## config.mk

```make
export PLATFORM = sky130hd
export DESIGN_NAME = hex_display_arbiter
export DESIGN_NICKNAME = d
export VERILOG_FILES = /design/src/rtl/hex_display_arbiter.sv
export SDC_FILE = /design/constraint.sdc
export NUM_CORES = 1
export LEC_CHECK = 0
export ABC_AREA = 0
export CORE_MARGIN = 5
export CORE_UTILIZATION = 30
export DETAILED_ROUTE_END_ITERATION = 7
export PLACE_DENSITY = 0.63
export RECOVER_POWER = 50
export SYNTH_ARGS = -nofsm -noshare
export SYNTH_HDL_FRONTEND = slang
export SYNTH_SLANG_ARGS = --single-unit
```

## constraint.sdc

```tcl
create_clock -name clk_clk -period 2.1 [get_ports clk_clk]
set_input_delay 0.42 -clock clk_clk [delete_from_list [all_inputs] [get_ports clk_clk]]
set_output_delay 0.42 -clock clk_clk [all_outputs]
set_load 0.01 [all_outputs]
```

## src/rtl/hex_display_arbiter.sv

```systemverilog
// Two-requester round-robin arbiter for a six-digit seven-segment display.
// A winner's 24-bit value is latched on the IDLE decision edge, acked for one
// cycle in GRANT, then held on the display for DWELL_CYCLES cycles in HOLD.
// Requests arriving during GRANT/HOLD are not latched; they are seen again
// in the next IDLE cycle.
//
// state | meaning
// IDLE  | waiting for any request; arbitration happens on the next edge
// GRANT | winner's ack is high for this single cycle; display shows new data
// HOLD  | dwell period of exactly DWELL_CYCLES cycles, requests ignored
`timescale 1ns/1ps
module hex_display_arbiter #(
  parameter int unsigned DWELL_CYCLES = 1000
) (
  input  logic        clk_clk,
  input  logic        reset_reset_n,
  input  logic        req_a,
  input  logic [23:0] data_a,
  output logic        ack_a,
  input  logic        req_b,
  input  logic [23:0] data_b,
  output logic        ack_b,
  output logic [20:0] hex0_2_export,
  output logic [20:0] hex3_5_export,
  output logic [1:0]  owner
);

  typedef enum logic [1:0] {
    IDLE  = 2'd0,
    GRANT = 2'd1,
    HOLD  = 2'd2
  } state_t;

  // Last HOLD count value; counter runs 0..DWELL_CYCLES-1.
  localparam logic [19:0] HOLD_LAST = 20'(DWELL_CYCLES - 1);

  state_t      state;
  logic [19:0] hold_cnt;
  logic [23:0] disp_data;
  logic        last_b;

  // Active-low hex decode, bit0 = segment a .. bit6 = segment g.
  function automatic logic [6:0] seg7(input logic [3:0] nib);
    logic [6:0] s;
    case (nib)
      4'h0: s = 7'h40;
      4'h1: s = 7'h79;
      4'h2: s = 7'h24;
      4'h3: s = 7'h30;
      4'h4: s = 7'h19;
      4'h5: s = 7'h12;
      4'h6: s = 7'h02;
      4'h7: s = 7'h78;
      4'h8: s = 7'h00;
      4'h9: s = 7'h10;
      4'hA: s = 7'h08;
      4'hB: s = 7'h03;
      4'hC: s = 7'h46;
      4'hD: s = 7'h21;
      4'hE: s = 7'h06;
      default: s = 7'h0E;
    endcase
    return s;
  endfunction

  // Arbitration FSM, dwell counter and registered display/owner/ack outputs.
  always_ff @(posedge clk_clk or negedge reset_reset_n) begin
    if (!reset_reset_n) begin
      state     <= IDLE;
      hold_cnt  <= 20'd0;
      disp_data <= 24'd0;
      owner     <= 2'b00;
      ack_a     <= 1'b0;
      ack_b     <= 1'b0;
      last_b    <= 1'b1;
    end else begin
      ack_a <= 1'b0;
      ack_b <= 1'b0;
      case (state)
        IDLE: begin
          if (req_a || req_b) begin
            // A wins when alone, or on a tie when B was granted last.
            if (req_a && (!req_b || last_b)) begin
              ack_a     <= 1'b1;
              owner     <= 2'b01;
              disp_data <= data_a;
              last_b    <= 1'b0;
            end else begin
              ack_b     <= 1'b1;
              owner     <= 2'b10;
              disp_data <= data_b;
              last_b    <= 1'b1;
            end
            state <= GRANT;
          end
        end
        GRANT: begin
          hold_cnt <= 20'd0;
          state    <= HOLD;
        end
        HOLD: begin
          if (hold_cnt == HOLD_LAST) begin
            state <= IDLE;
          end else begin
            hold_cnt <= hold_cnt + 20'd1;
          end
        end
        default: state <= IDLE;
      endcase
    end
  end

  // Segment decode straight from registered nibbles; blank until first grant.
  always_comb begin
    hex0_2_export = '1;
    hex3_5_export = '1;
    if (owner != 2'b00) begin
      hex0_2_export = {seg7(disp_data[11:8]),  seg7(disp_data[7:4]),   seg7(disp_data[3:0])};
      hex3_5_export = {seg7(disp_data[23:20]), seg7(disp_data[19:16]), seg7(disp_data[15:12])};
    end
  end

endmodule

```

==> metrics <==
Placeable Area=13300 um^2; status=finished with violations; hold_ws=0.1047 ns; share of cells above drive strength 1=0.3355; critical path class=reg -> out; ys flop type=dfrtp_1; Clk Latency, worst-skew pair=0.29 ns; # DRC=0; net switching power=4.305 mW; Distinct cells, synth=55; Worst Hold Class=in -> async; cells after synthesis=461; Ports=98; CTS Buf Count=5; dpl cells=790; met2 GRT Util=0.2637; worst-margin pin slew=1.062 ns; GR Util met1=0.1784; Sink Count=51; initial core utilization=0.3077; fill cell count=1238; Worst R2R Path Depth=7; CP Capture Type=output pin; skew final=0.004809 ns; layout overhead on the synthesized area=54.10%; crit path max fanout=4; combinational power share=0.753; gp weighted congestion=0.8673; number of antenna violations at the first check in global routing=0; Post-synth ARST share=1.000; RSZ-0062 raised after global routing=yes; Final period util=1.059; post-place setup slack=-0.2221 ns; 1st-pass router iterations=4; CTS tree=built; fin nets=717; fmax=0.4498 GHz; routed vias=4071; layer with the highest usage=met2; Sw Ratio=0.4358; clock slew at reported path FFs=0.07 ns; global-route met3 utilization=0.02774; Mapped Nets=550; commonest non-fill, non-tap cells in the layout=buf_4, clkdlybuf4s50_1, dfrtp_1; Die Span Y=126.8 um; most common cell after layout, fill and taps aside=buf_4; Syn Area/Cell=8.875 um^2; vias per cell=5.057; Final Hold Fails=0; Wirelength per Cell=15.18 um; R2R Setup Slk=0.16 ns; total grt overflow=0; largest net degree at the start of global routing=43; Detailed Route Iter0 Violations=206; most used cell, CP=inv_2; Die ar.=16070 um^2; Setup crit start kind=flop; min cycle time layout=2.223 ns; CTS root buffer=clkbuf_16; vias in the first global route=4205; port buffer count=97; crit-path cells=inv_2 > ha_4 > inv_2 > mux4_2 > nand2b_4 > buf_6; first-pass GRT wire length=19800 um; Post-synth EDFFs=0; CP Depth=6; CTS Buffer Depth=2; Req. time, crit path=1.68 ns; internal power=5.574 mW; clock network fraction of total power=0.079; CP Buf/Inv Count=3; cell area after synthesis=4091 um^2; max_cap viols=0; row cnt=42; Reg power frac=0.168; diode count=0; register area share after synthesis=0.3122; Slew HR=0.2917; pwr/cell area=1567 nW/um^2; Max Slew Vio Count=0; final setup fails=13; CP top delay family=multiplexers; crit path DAT=1.80 ns; Yosys warning total=0; DRT Wirelength=12220 um; PnR worst setup slack=-0.1233 ns; slowest stage delay, CP=0.44 ns; maximum vdd ir drop=0.4424 mV; total track usage=0.1448; failing checks=setup timing; number of synthesized register bits=51; slowest CP cell=mux4_2; DPL Wire Length=9320 um; H-tree Lvls=2; final antenna-violating net count=0; chip width=126.8 um; Non-Filler Instances=805; Pleak=2.868 nW
## power groups by stage
stage                     Combinational, mW  Sequential (mW)  Clock (mW)
after floorplan                        3.42             1.62           0
after global placement                 6.87             1.61           0
after detailed placement               7.03             1.63           0
after CTS                              7.06             1.66       0.804
after global routing                   8.13             1.70       0.834
final                                  7.44             1.66       0.785
## worst reg2reg max path, delay by kind of cell, from the launching register on
kind                     cells  cell delay (ns)
AO/OA/AOI/OAI                3             0.58
buffers and inverters        1             0.20
AND/OR/NAND/NOR              2             0.35
flip-flops                   1             0.42
adder cells (fa/ha/maj)      1             0.27
## layout make-up
class | instances | area (um^2) | share of cell area
Tap cell | 176 | 220.2 | 0.03493
Inverter | 35 | 131.4 | 0.02084
Multi-Input combinational cell | 351 | 2963 | 0.4699
Sequential cell | 51 | 1277 | 0.2026
Timing Repair Buffer | 184 | 1575 | 0.2499
Clock buffer | 7 | 132.6 | 0.02104
Clock inverter | 1 | 5.005 | 0.0007938
## through the flow
stage | power, mW | setup TNS [ns] | cell area [um^2] | utilization
after floorplan | 5.040 | 0 | 4091 | -
after global placement | 8.481 | -2.443 | 5828 | 0.4384
after detailed placement | 8.663 | -3.380 | 5828 | 0.4384
after CTS | 9.517 | -1.072 | 6173 | 0.4643
after global routing | 10.67 | -2.681 | 6305 | 0.4742
final | 9.879 | -0.9625 | 6305 | 0.4742
## repair_timing
action                     4_1_cts  5_1_grt
pin swaps                       13       16
buffers inserted                 5        4
setup endpoints to repair       42       39
resized for setup              217       46
hold buffers                     0        0
## final timing paths
check,startpoint,endpoint
worst max-delay path,disp_data[13],hex3_5_export[3]
worst min-delay path,reset_reset_n,disp_data[18]
worst max register to register,hold_cnt[0],hold_cnt[8]
worst min register to register,last_b,last_b
max in group asynchronous,reset_reset_n,hold_cnt[4]
min in group clk_clk,last_b,last_b
## sequential cells by signal, summed over array words and instances (netlist names)
name and cells:
owner 2, state 2, ack_b 1, hold_cnt 20, ack_a 1, last_b 1
disp_data 24
## synthesized netlist by cell type (2+ instances only)
| master | instances | share of area |
|---|---|---|
| o311ai_0 | 7 | 0.015 |
| clkbuf_1 | 16 | 0.015 |
| nor4_2 | 2 | 0.0061 |
| buf_1 | 3 | 0.0028 |
| nand3_1 | 12 | 0.015 |
| a21oi_1 | 37 | 0.045 |
| and2_1 | 4 | 0.0061 |
| mux2i_1 | 42 | 0.10 |
| inv_1 | 34 | 0.031 |
| or3_1 | 5 | 0.0076 |
| a21o_1 | 3 | 0.0055 |
| nand2_1 | 24 | 0.022 |
| nor2b_1 | 4 | 0.0061 |
| a31oi_1 | 10 | 0.015 |
| dfrtp_1 | 50 | 0.31 |
| o41ai_1 | 2 | 0.0043 |
| o21ai_1 | 2 | 0.0024 |
| and4_1 | 2 | 0.0043 |
| a221o_1 | 6 | 0.015 |
| nor2_1 | 50 | 0.046 |
| mux4_2 | 6 | 0.033 |
| nor3_1 | 7 | 0.0086 |
| nand2b_1 | 14 | 0.021 |
| buf_4 | 3 | 0.0055 |
| nand4_1 | 2 | 0.0031 |
| ha_1 | 37 | 0.11 |
| a22o_1 | 2 | 0.0043 |
| o211ai_1 | 19 | 0.035 |
| o21ai_0 | 27 | 0.033 |
| o22ai_1 | 2 | 0.0031 |
| mux2_2 | 3 | 0.0083 |
## metal layers
metal / up-vias / part of all wire
met3: 17 / 0.060
met4: 0 / 0.013
li1: 1992 / -
met1: 1948 / 0.43
met5: - / 0
met2: 114 / 0.50
## kinds of logic (layout without fill, tap and decap cells)
logic type / after synthesis / in the layout / share of synthesized area
simple gates: 137 / 137 / 0.1765
compound gates: 125 / 125 / 0.1945
buf+inv: 59 / 227 / 0.05749
mux: 51 / 51 / 0.1440
flops: 51 / 51 / 0.3122
fa+ha+maj: 37 / 37 / 0.1131
xor+xnor: 1 / 1 / 0.002141
(Power assumes the default switching activity.)
